[config.mk]
export PLATFORM = sky130hd
export DESIGN_NAME = jt12_snd_mix
export DESIGN_NICKNAME = d
export VERILOG_FILES = /design/src/rtl/jt12_pkg.sv /design/src/rtl/jt12_sat_w.sv /design/src/rtl/jt12_snd_mix.sv
export SDC_FILE = /design/constraint.sdc
export NUM_CORES = 1
export LEC_CHECK = 0
export ABC_AREA = 1
export ABC_CLOCK_PERIOD_IN_PS = 6700
export CORE_MARGIN = 2
export CORE_UTILIZATION = 50
export CTS_BUF_LIST = sky130_fd_sc_hd__clkbuf_16
export DETAILED_ROUTE_END_ITERATION = 12
export DONT_BUFFER_PORTS = 1
export HOLD_SLACK_MARGIN = 0.05
export MAX_ROUTING_LAYER = met4
export PLACE_DENSITY_LB_ADDON = 0.2
export SYNTH_ARGS = -nofsm -noshare
export SYNTH_HDL_FRONTEND = slang
export SYNTH_HIERARCHICAL = 1
export SYNTH_SLANG_ARGS = --single-unit
[constraint.sdc]
create_clock -name clk -period 6.7 [get_ports clk]
set_clock_uncertainty 0.05 [all_clocks]
set_input_delay 0.335 -clock clk [delete_from_list [all_inputs] [get_ports clk]]
set_output_delay 0.335 -clock clk [all_outputs]
set_load 0.01 [all_outputs]
[src/rtl/jt12_pkg.sv]
// Shared jt12 definitions: mixer state encoding and accumulator/saturation width helpers.
package jt12_pkg;

  typedef enum logic [1:0] {
    IDLE = 2'd0,
    ACC  = 2'd1,
    OUT  = 2'd2
  } mix_state_e;

  // Sum of NCH signed x unsigned products: product is w+gw+1 bits, plus log2 growth.
  function automatic int mix_acc_w(input int nch, input int w, input int gw);
    return w + gw + 1 + $clog2(nch);
  endfunction

  // Width feeding the saturator once the fractional gain bits are dropped.
  function automatic int mix_sat_in_w(input int nch, input int w, input int gw, input int frac);
    return mix_acc_w(nch, w, gw) - frac;
  endfunction

endpackage

[src/rtl/jt12_sat_w.sv]
// Signed saturation from WI bits down to WO bits (clamps to the WO-bit two's complement range).
module jt12_sat_w #(
  parameter int WI = 23,
  parameter int WO = 16
) (
  input  logic signed [WI-1:0] din,
  output logic signed [WO-1:0] dout
);

  generate
    if (WI > WO) begin : g_sat
      logic hi_ones;
      logic hi_zeros;

      // In range only when every bit above the output sign matches it.
      assign hi_ones  = &din[WI-1:WO-1];
      assign hi_zeros = ~|din[WI-1:WO-1];

      always_comb begin
        if (hi_ones || hi_zeros) begin
          dout = din[WO-1:0];
        end else if (din[WI-1]) begin
          dout = {1'b1, {(WO-1){1'b0}}};
        end else begin
          dout = {1'b0, {(WO-1){1'b1}}};
        end
      end
    end else begin : g_ext
      assign dout = WO'(din);
    end
  endgenerate

endmodule

[src/rtl/jt12_snd_mix.sv]
// Gain-weighted channel mixer: latches all channels on a strobe, then accumulates one
// channel per cen edge through a single shared multiplier and emits a saturated mix.
module jt12_snd_mix
  import jt12_pkg::*;
#(
  parameter int NCH  = 4,
  parameter int W    = 16,
  parameter int GW   = 8,
  parameter int FRAC = 4
) (
  input  logic                  clk,
  input  logic                  rst,
  input  logic                  cen,
  input  logic                  snd_sample,
  input  logic [NCH*W-1:0]      ch_snd,
  input  logic [NCH*GW-1:0]     ch_gain,
  output logic signed [W-1:0]   mix,
  output logic                  mix_sample,
  output logic                  busy,
  output logic                  overrun
);

  localparam int AW = mix_acc_w(NCH, W, GW);
  localparam int PW = W + GW + 1;
  localparam int CW = $clog2(NCH);

  mix_state_e         state_q, state_d;
  logic [NCH*W-1:0]   snd_q, snd_d;
  logic [NCH*GW-1:0]  gain_q, gain_d;
  logic signed [AW-1:0] acc_q, acc_d;
  logic [CW-1:0]      cnt_q, cnt_d;
  logic signed [W-1:0] mix_q, mix_d;
  logic               mix_sample_q, mix_sample_d;
  logic               busy_q, busy_d;
  logic               overrun_q, overrun_d;

  logic signed [W-1:0]  cur_snd;
  logic [GW-1:0]        cur_gain;
  logic signed [PW-1:0] prod;
  logic signed [AW-1:0] acc_shift;
  logic signed [W-1:0]  sat_out;

  // The one multiplier, steered by the channel counter.
  always_comb begin
    cur_snd  = snd_q[int'(cnt_q)*W +: W];
    cur_gain = gain_q[int'(cnt_q)*GW +: GW];
    prod     = PW'(cur_snd) * $signed({1'b0, cur_gain});
  end

  assign acc_shift = acc_q >>> FRAC;

  jt12_sat_w #(
    .WI (AW),
    .WO (W)
  ) u_sat (
    .din  (acc_shift),
    .dout (sat_out)
  );

  always_comb begin
    state_d      = state_q;
    snd_d        = snd_q;
    gain_d       = gain_q;
    acc_d        = acc_q;
    cnt_d        = cnt_q;
    mix_d        = mix_q;
    mix_sample_d = mix_sample_q;
    busy_d       = busy_q;
    overrun_d    = overrun_q;
    if (cen) begin
      mix_sample_d = 1'b0;
      if (snd_sample && state_q != IDLE) begin
        overrun_d = 1'b1;
      end
      case (state_q)
        IDLE: begin
          if (snd_sample) begin
            snd_d   = ch_snd;
            gain_d  = ch_gain;
            acc_d   = '0;
            cnt_d   = '0;
            busy_d  = 1'b1;
            state_d = ACC;
          end
        end
        ACC: begin
          acc_d = acc_q + AW'(prod);
          cnt_d = cnt_q + 1'b1;
          if (cnt_q == CW'(NCH - 1)) begin
            cnt_d   = '0;
            state_d = OUT;
          end
        end
        OUT: begin
          mix_d        = sat_out;
          mix_sample_d = 1'b1;
          busy_d       = 1'b0;
          state_d      = IDLE;
        end
        default: begin
          busy_d  = 1'b0;
          state_d = IDLE;
        end
      endcase
    end
  end

  always_ff @(posedge clk) begin
    if (rst) begin
      state_q      <= IDLE;
      snd_q        <= '0;
      gain_q       <= '0;
      acc_q        <= '0;
      cnt_q        <= '0;
      mix_q        <= '0;
      mix_sample_q <= 1'b0;
      busy_q       <= 1'b0;
      overrun_q    <= 1'b0;
    end else begin
      state_q      <= state_d;
      snd_q        <= snd_d;
      gain_q       <= gain_d;
      acc_q        <= acc_d;
      cnt_q        <= cnt_d;
      mix_q        <= mix_d;
      mix_sample_q <= mix_sample_d;
      busy_q       <= busy_d;
      overrun_q    <= overrun_d;
    end
  end

  assign mix        = mix_q;
  assign mix_sample = mix_sample_q;
  assign busy       = busy_q;
  assign overrun    = overrun_q;

endmodule

==> flow_summary.json, run 1 <==
{
  "die_y_um": 160,
  "synth_top_area_share_pct": 23.9,
  "cp_top_family": "adder cells",
  "maxSlewHeadroom_pct": 36.9,
  "clk_pin_slew_ns": 0.08,
  "insertion_delay_ns": 0.44,
  "crit_type": "reg2reg",
  "ys.flop_type": "dfxtp_1",
  "post_cts_buffers": 0,
  "routed_via_density": 5.13,
  "period_needed_ns": 6.23,
  "final_hold_viol_count": 0,
  "synth.distinct_cells": 36,
  "fp.dieW_um": 160,
  "outcome": "completed",
  "ios": 119,
  "core_area_mm2": 0.0242,
  "cp-end-kind": "flop",
  "hold_class": "in2reg",
  "drc": 0,
  "irDropWorstVdd_v": 0.000137,
  "r2r_setup_slack_ns": 0.47,
  "final_common_cell": "nand2_1",
  "numCtsBuffers": 17,
  "grt_pass1_vias": 10300,
  "numClockSinks": 146,
  "cap_violations": 0,
  "path_max_fanout": 32,
  "nets": 2044,
  "first_pass_iters": 7,
  "synth-edff-count": 0,
  "fmaxAchievable_mhz": 160,
  "dieArea_mm2": 0.0257,
  "place_ws_ns": 0.513,
  "wl_um": 31300,
  "initial_core_util_pct": 50.6,
  "root_buffer": "clkbuf_16",
  "dp_hpwl_um": 22800,
  "holdWs_ns": 0.0788,
  "path_cells": "inv_2, buf_4, nand2_1, a32oi_4, nand2_1, fa_1, fa_1, inv_1, fa_1, fa_1, inv_1, fa_1, inv_1, ha_1, nand2_2, nor2_2, nand3_1, nand3_1, nand2_1, nand2_1, nand2_1, nand3_1, a21oi_1",
  "final_cell_mix": "564 x nand2_1, 254 x inv_1, 191 x a21oi_1",
  "cp.arrival_ns": 6.47,
  "syn_area_per_cell_um2": 7.20,
  "max_stage_delay_ns": 0.57,
  "power_density_mw_per_mm2": 160,
  "gp_congestion": 0.930,
  "finalPower_w": 0.00224,
  "cp-start-kind": "flop",
  "instances_no_fill": 2094,
  "leakage_nw": 6.32,
  "synthCells": 1699,
  "fin_crit_sh_pct": 93.0,
  "synth_area_leader_cell": "dfxtp_1",
  "grt_pass1_wl_um": 51300,
  "rsz0062_at_grt": "false",
  "vias": 10700,
  "cp_data_required_time_ns": 6.94,
  "ys_async_sr_fraction_pct": 0,
  "synthTopCellsByArea": "dfxtp_1 24%, fa_1 21%, nand2_1 17%",
  "rows": 57,
  "htreeDepth": 4,
  "synth_area_mm2": 0.0122,
  "yosysSeqAreaShare_pct": 23.9,
  "slew_violations": 0,
  "area_delta_synth_final_pct": 14.2,
  "wl_per_cell_um": 15.0,
  "synth_nets": 1986,
  "setup_ws_ns": 0.469,
  "placedCellCount": 1963,
  "track_usage_pct": 25.6,
  "crit_slowest_cell": "fa_1",
  "drtAntennaViolNets": 0,
  "first_iter_violations": 828,
  "grt_max_degree": 147,
  "worst-slew-pin-transition_ns": 0.946,
  "ys_ff_latch": 146,
  "n_antenna_cell": 0,
  "ctsLongestPathBuffers": 2,
  "grt_antenna_before_repair": 0,
  "fin_setup_tns_ns": 0,
  "drive_gt1_share_pct": 6.84,
  "cts_tree": "done",
  "port-buffer-count": 0,
  "grt.overflow.total": 0,
  "ys.warnings.count": 6,
  "finalSetupViolCount": 0,
  "crit_buf_inv": 5
}
[what timing repair did]
action / 4_1_cts / 5_1_grt
hold buffers: 97 / 2
endpoints found under the setup margin: 0 / 1
resized for setup: 0 / 1
endpoints found under the hold margin: 146 / 2
[area by class of cell]
cell class                      instances  area [µm²]
Fill cell                            2256       10200
Multi-Input combinational cell       1196        7840
Sequential cell                       146        2920
Timing Repair Buffer                  109        1080
Inverter                              287        1080
Clock buffer                           17         425
Tap cell                              324         405
Clock inverter                         15         209
[power by group]
part	internal [W]	leakage (nW)	switching (W)
clock	0.000514	0.303	0.000506
combinational	0.000115	4.83	0.000182
sequential	0.000898	1.19	0.0000215
[layer usage]
metal / global-route usage, % / wire, µm / up-vias
met3: 3.87 / 1390 / 55
met1: 33.5 / 14000 / 5096
li1: - / - / 5314
met2: 41.2 / 15200 / 277
met5: - / 0 / -
met4: 7.70 / 718 / 0
[state kept, by name, indices dropped and copies added, names as in the netlist]
signal,count
gain_q,32
mix_sample,1
snd_q,64
mix,16
cnt_q,2
busy,1
overrun,1
state_q,2
acc_q,27
[final timing paths]
| kind | start | endpoint | cells past startpoint |
|---|---|---|---|
| worst min-delay path | cen | state_q[1] | 2 |
| worst max register to register | cnt_q[0] | acc_q[19] | 23 |
| worst max-delay path | cnt_q[0] | acc_q[19] | 23 |
| worst min register to register | snd_q[16] | snd_q[16] | 2 |
[cells in the mapped netlist (20+ instances only)]
cell type,n
buf_4,20
clkbuf_1,21
nand3_1,38
fa_1,127
a21oi_1,191
inv_2,33
dfxtp_1,146
ha_1,60
nand2_1,564
nor2_1,121
a32oi_2,20
buf_2,24
inv_1,254
[through the flow]
stage | util, % | cell area, µm²
4_1_cts | 57.6 | 13900
6_report | 57.8 | 14000
5_1_grt | 57.8 | 14000
3_5_place_dp | 50.9 | 12300
2_1_floorplan | - | 12200
3_3_place_gp | 50.9 | 12300
[kinds of logic after synthesis]
logic type	after synthesis	synth area share, %
AOI/OAI and AO/OA	242	11.9
and+or+nand+nor	763	24.9
adders and majority gates	187	26.9
buffers and inverters	357	12.1
xor gates and xnor gates	4	0.286
DFF	146	23.9
Note: power is estimated with default switching activity, not from simulation.
==> inputs of run 2 (changes only) <==
Settings changed: ABC_AREA 1 to default, CTS_CLUSTER_DIAMETER from default to 150.
==> run 2 against run 1 <==
Effect of this change:
- setup slack got worse by 0.16 ns
- synthesized area fell by 6.4%
- highest routed layer unchanged
- critical path depth fell by 2
- combinational power rose by 53%
- register-to-register slack got worse by 0.16 ns
- wire length fell by 14%
- utilization rose by 0.52 points
- sequential share of layout area rose by 1.3 points
- cell count fell by 19%
- worst hold slack got worse by 0.0036 ns
- sequential cell count did not move
- non-clock buffer count fell by 2
==> flow_summary.json, run 2 <==
{
  "outcome": "completed",
  "final_hold_viol_count": 0,
  "largestRegisters": "snd_q (64), gain_q (32), acc_q (27)",
  "wl_um": 27000,
  "cp-start-kind": "flop",
  "grt_pass1_wl_um": 44900,
  "initial_core_util_pct": 50.7,
  "rsz0062_at_grt": "false",
  "numCtsBuffers": 17,
  "synth_nets": 1628,
  "min_from": "ch_snd[44]",
  "setup_ws_ns": 0.308,
  "dp_hpwl_um": 19900,
  "drive_gt1_share_pct": 5.67,
  "area_delta_synth_final_pct": 14.9,
  "postCtsResizedCells": 0,
  "cap_violations": 0,
  "dr.max_layer_used": "met4",
  "vias": 9095,
  "irDropWorstVdd_v": 0.000151,
  "slew_violations": 0,
  "holdWs_ns": 0.0753,
  "htreeDepth": 4,
  "routed_via_density": 5.36,
  "cts-hold-fix-buffers": 98,
  "wl_met1_um": 12100,
  "power_density_mw_per_mm2": 174,
  "synth.distinct_cells": 62,
  "grt_antenna_before_repair": 0,
  "grt_pass1_vias": 9192,
  "reg2reg_depth": 21,
  "dpl_cell_area_mm2": 0.0116,
  "synth_commonest_cells": "324 x nand2_1, 181 x inv_1, 146 x dfxtp_1, 142 x a21oi_1, 127 x fa_1",
  "ys.flop_type": "dfxtp_1",
  "fmaxAchievable_mhz": 156,
  "grt_max_degree": 131,
  "regMostFlops": "snd_q",
  "cts_tree": "done",
  "wl_per_cell_um": 15.9,
  "path_max_fanout": 27,
  "fin_setup_tns_ns": 0,
  "synth_area_mm2": 0.0114,
  "holdPathStages": 2,
  "gp_congestion": 0.919,
  "ys_async_sr_fraction_pct": 0,
  "grt.overflow.total": 0,
  "numClockSinks": 146,
  "wl_met2_um": 13600,
  "ctsLongestPathBuffers": 2,
  "maxSlewHeadroom_pct": 24.2,
  "n_antenna_cell": 0,
  "insertion_delay_ns": 0.43,
  "track_usage_pct": 24.1,
  "root_buffer": "clkbuf_16",
  "largest_register_ffs": 64,
  "synth_area_leader_cell": "dfxtp_1",
  "final_cell_mix": "323 x nand2_1, 182 x inv_1, 146 x dfxtp_1",
  "synth_most_common_cell": "nand2_1",
  "core_area_mm2": 0.0226,
  "place_ws_ns": 0.328,
  "reg2reg_to": "acc_q[26]",
  "drtAntennaViolNets": 0,
  "final_common_cell": "nand2_1",
  "worst-slew-pin-transition_ns": 1.14,
  "fin_util_pct": 58.3,
  "nets": 1685,
  "finalSetupViolCount": 0,
  "first_pass_iters": 5,
  "syn_area_per_cell_um2": 8.54,
  "crit_type": "reg2reg",
  "r2r_setup_slack_ns": 0.31,
  "ys.warnings.count": 6,
  "period_needed_ns": 6.39,
  "yosysSeqAreaShare_pct": 25.5,
  "cp.arrival_ns": 6.69,
  "cp_data_required_time_ns": 7.00,
  "synthTopCellsByArea": "dfxtp_1 26%, fa_1 22%, nand2_1 11%",
  "min_to": "snd_q[44]",
  "rr_startpoint": "cnt_q[0]",
  "fin_crit_sh_pct": 95.4,
  "cp-end-kind": "flop",
  "die_y_um": 155,
  "rows": 55,
  "port-buffer-count": 0,
  "dieArea_mm2": 0.0241,
  "ios": 119,
  "leakage_nw": 5.92,
  "fp.dieW_um": 155,
  "synthCells": 1341,
  "wl_met3_um": 793,
  "clk_pin_slew_ns": 0.06,
  "drc": 0,
  "post_cts_buffers": 0,
  "synth-edff-count": 0,
  "first_iter_violations": 467,
  "design_area_mm2": 0.0132,
  "hold_class": "in2reg",
  "ys_ff_latch": 146,
  "synth_top_area_share_pct": 25.5
}
==> run 2: cell count changes in the layout (fill, tap and decap cells not counted), sizes merged, moves of 15 or more <==
| cell | previous run | this run |
|---|---|---|
| nand2 | 570 | 324 |
| nor2 | 133 | 24 |
| inv | 292 | 190 |
| and2 | 2 | 77 |
| a21oi | 191 | 143 |
| nand3 | 42 | 5 |
| mux4 | 0 | 24 |
| a32oi | 22 | 0 |
| o21ai | 21 | 37 |
| xnor2 | 2 | 17 |
==> run 2: final cells by class <==
class	count	area, µm²
Tap cell	285	357
Multi-Input combinational cell	945	7560
Inverter	181	679
Clock buffer	17	425
Clock inverter	15	121
Fill cell	1988	9420
Timing Repair Buffer	107	1090
Sequential cell	146	2920
==> run 2: worst max-delay path by stage <==
stage               startpoint        end  slack [ns]
finish                cnt_q[0]  acc_q[26]        0.31
CTS                   cnt_q[0]  acc_q[26]        0.30
detailed placement    cnt_q[0]  acc_q[26]        0.33
global placement      cnt_q[0]  acc_q[26]        0.41
floorplan             cnt_q[1]  acc_q[26]        0.31
global route          cnt_q[0]  acc_q[26]        0.03
==> run 2: power breakdown <==
group	total (W)	internal, W	switching [W]	leakage, nW
sequential	0.000931	0.000902	0.0000287	1.19
combinational	0.000453	0.000175	0.000278	4.47
clock	0.000906	0.000484	0.000423	0.260
total	0.00229	0.00156	0.000730	5.92
==> run 2: layer usage <==
metal / up-vias / track usage, %
met1: 4478 / 31.2
met2: 178 / 40.4
met4: 0 / 6.86
li1: 4397 / -
met5: - / -
met3: 42 / 2.79
==> run 2: critical path: stages, from the launching register on <==
cell	delay [ns]
dfxtp_1	0.35
buf_12	0.21
mux4_2	0.72
and2_1	0.23
fa_1	0.43
fa_1	0.48
inv_1	0.05
fa_1	0.53
inv_1	0.05
fa_1	0.47
inv_1	0.05
fa_1	0.47
inv_1	0.04
ha_1	0.40
o21ai_2	0.10
a211oi_2	0.26
a21oi_2	0.12
o21ai_4	0.21
a31oi_4	0.14
or4_4	0.54
a31oi_1	0.22
a2bb2oi_2	0.14
==> run 2: cell families after synthesis <==
family	Yosys count	synth area share, %
flip-flops	146	25.5
buffers and inverters	250	8.49
AND/OR/NAND/NOR	465	18.0
multiplexers	24	4.72
XOR/XNOR	23	1.76
adder cells (fa/ha/maj)	187	28.8
AO/OA/AOI/OAI	246	12.8
==> run 2: stage by stage <==
stage | total power, W | cells
floorplan | 0.00132 | 1341
global placement | 0.00133 | 1566
detailed placement | 0.00134 | 1566
CTS | 0.00230 | 1696
global route | 0.00241 | 1696
finish | 0.00229 | 1696
==> inputs of run 3 (changes only) <==
==> constraint.sdc (replaced) <==
create_clock -name clk -period 6.7 [get_ports clk]
set_clock_uncertainty 0.05 [all_clocks]
set_input_delay 1.005 -clock clk [delete_from_list [all_inputs] [get_ports clk]]
set_output_delay 1.005 -clock clk [all_outputs]
set_load 0.01 [all_outputs]
==> run 3 against run 2 <==
Effect of this change:
- wire length fell by 5.0%
- sequential cell count did not move
- die area did not move
- critical path depth did not move
- sequential share of layout area rose by 1.8 points
- utilization fell by 4.4 points
- design area fell by 7.6%
- sequential power barely moved
- power fell by 2.9%
- critical path type unchanged
- setup slack improved by 0.0030 ns
- worst hold slack improved by 0.33 ns
- non-clock buffer count fell by 98
- critical endpoint unchanged
==> flow_summary.json, run 3 (synthesis gave the netlist of run 2 again) <==
{
  "numClockSinks": 146,
  "post_cts_buffers": 0,
  "cts_tree": "done",
  "ctsLongestPathBuffers": 2,
  "regMostFlops": "snd_q",
  "grt_pass1_vias": 8592,
  "area_delta_synth_final_pct": 6.17,
  "cp_data_required_time_ns": 7.00,
  "grt_pass1_wl_um": 42500,
  "grt.overflow.total": 0,
  "n_antenna_cell": 0,
  "die_y_um": 155,
  "cp-end-kind": "flop",
  "wl_per_cell_um": 16.1,
  "maxSlewHeadroom_pct": 24.5,
  "gp_congestion": 0.919,
  "track_usage_pct": 22.9,
  "cp-start-kind": "flop",
  "cap_violations": 0,
  "slew_violations": 0,
  "fin_setup_tns_ns": 0,
  "cts-hold-fix-buffers": 0,
  "irDropWorstVdd_v": 0.000149,
  "grt_max_degree": 134,
  "finalSetupViolCount": 0,
  "fin_crit_sh_pct": 95.4,
  "port-buffer-count": 0,
  "drive_gt1_share_pct": 6.02,
  "first_pass_iters": 5,
  "first_iter_violations": 456,
  "power_density_mw_per_mm2": 183,
  "ios": 119,
  "grt_antenna_before_repair": 0,
  "cp.arrival_ns": 6.68,
  "n_fill_cell": 2146,
  "insertion_delay_ns": 0.43,
  "core_area_mm2": 0.0226,
  "root_buffer": "clkbuf_16",
  "drtAntennaViolNets": 0,
  "rsz0062_at_grt": "false",
  "wl_um": 25700,
  "routed_via_density": 5.38,
  "vias": 8600,
  "postCtsResizedCells": 0,
  "largest_register_ffs": 64,
  "rows": 55,
  "outcome": "completed",
  "largestRegisters": "snd_q (64), gain_q (32), acc_q (27)",
  "clk_pin_slew_ns": 0.07,
  "holdPathStages": 2,
  "nets": 1587,
  "finalPower_w": 0.00222,
  "fin_util_pct": 53.9,
  "period_needed_ns": 6.39,
  "worst-slew-pin-transition_ns": 1.13,
  "initial_core_util_pct": 50.7,
  "htreeDepth": 4,
  "final_common_cell": "nand2_1",
  "path_max_fanout": 27,
  "numCtsBuffers": 17,
  "final-seq-area_mm2": 0.00292,
  "final_hold_viol_count": 0,
  "dp_hpwl_um": 19900,
  "final_cell_mix": "323 x nand2_1, 182 x inv_1, 146 x dfxtp_1",
  "multi_input_area_mm2": 0.00756,
  "fp.dieW_um": 155,
  "dieArea_mm2": 0.0241,
  "reg2reg_depth": 21,
  "drc": 0,
  "holdWs_ns": 0.402,
  "crit_type": "reg2reg",
  "leakage_nw": 5.50,
  "fmaxAchievable_mhz": 157,
  "hold_class": "reg2reg"
}
## run 3: cell types whose count changed in the layout (fill, tap and decap cells not counted), sizes merged
| cell | change |
|---|---|
| buf | -1 |
| dlygate4sd3 | -97 |
## run 3: critical path, cell delays in order, from the launching register on
cell and delay (ns):
dfxtp_1 0.35, buf_12 0.21, mux4_2 0.72, and2_1 0.23, fa_1 0.43, fa_1 0.48
inv_1 0.05, fa_1 0.53, inv_1 0.05, fa_1 0.47, inv_1 0.05, fa_1 0.47
inv_1 0.04, ha_1 0.40, o21ai_2 0.10, a211oi_2 0.26, a21oi_2 0.12, o21ai_4 0.21
a31oi_4 0.14, or4_4 0.54, a31oi_1 0.22, a2bb2oi_2 0.14
## run 3: final cells by class
type / count / share of cell area, %
tap: 285 / 2.93
inverter: 181 / 5.59
sequential: 146 / 24.0
clock buffer: 17 / 3.50
clock inverter: 15 / 0.998
multi-input combinational: 945 / 62.2
timing repair buffer: 9 / 0.762
## run 3: where the power goes
group	internal, W	switching [W]	total [W]
clock network	0.000483	0.000417	0.000901
logic	0.000136	0.000256	0.000392
registers	0.000902	0.0000283	0.000930
total	0.00152	0.000702	0.00222
## run 3: path summary, 6_finish.rpt
check / endpoint / slack, ns / start
worst max-delay path: acc_q[26] / 0.31 / cnt_q[0]
worst min-delay path: snd_q[32] / 0.40 / snd_q[32]
worst max register to register: acc_q[26] / 0.31 / cnt_q[0]
worst min register to register: snd_q[32] / 0.40 / snd_q[32]
## run 3: metrics by stage
step | area (µm²) | worst slack, ns | instances
after global routing | 12200 | 0.0264 | 1598
after detailed placement | 11600 | 0.328 | 1566
after global placement | 11600 | 0.409 | 1566
after floorplan | 11400 | 0.313 | 1341
after CTS | 12200 | 0.297 | 1598
final | 12200 | 0.311 | 1598
## run 3: per-layer routing
metal	wire [µm]	share of wire, %	global-route usage (%)
met5	0	0	-
met4	444	1.7	6.29
met3	731	2.8	2.70
met2	12600	49	37.1
met1	11900	46	30.6
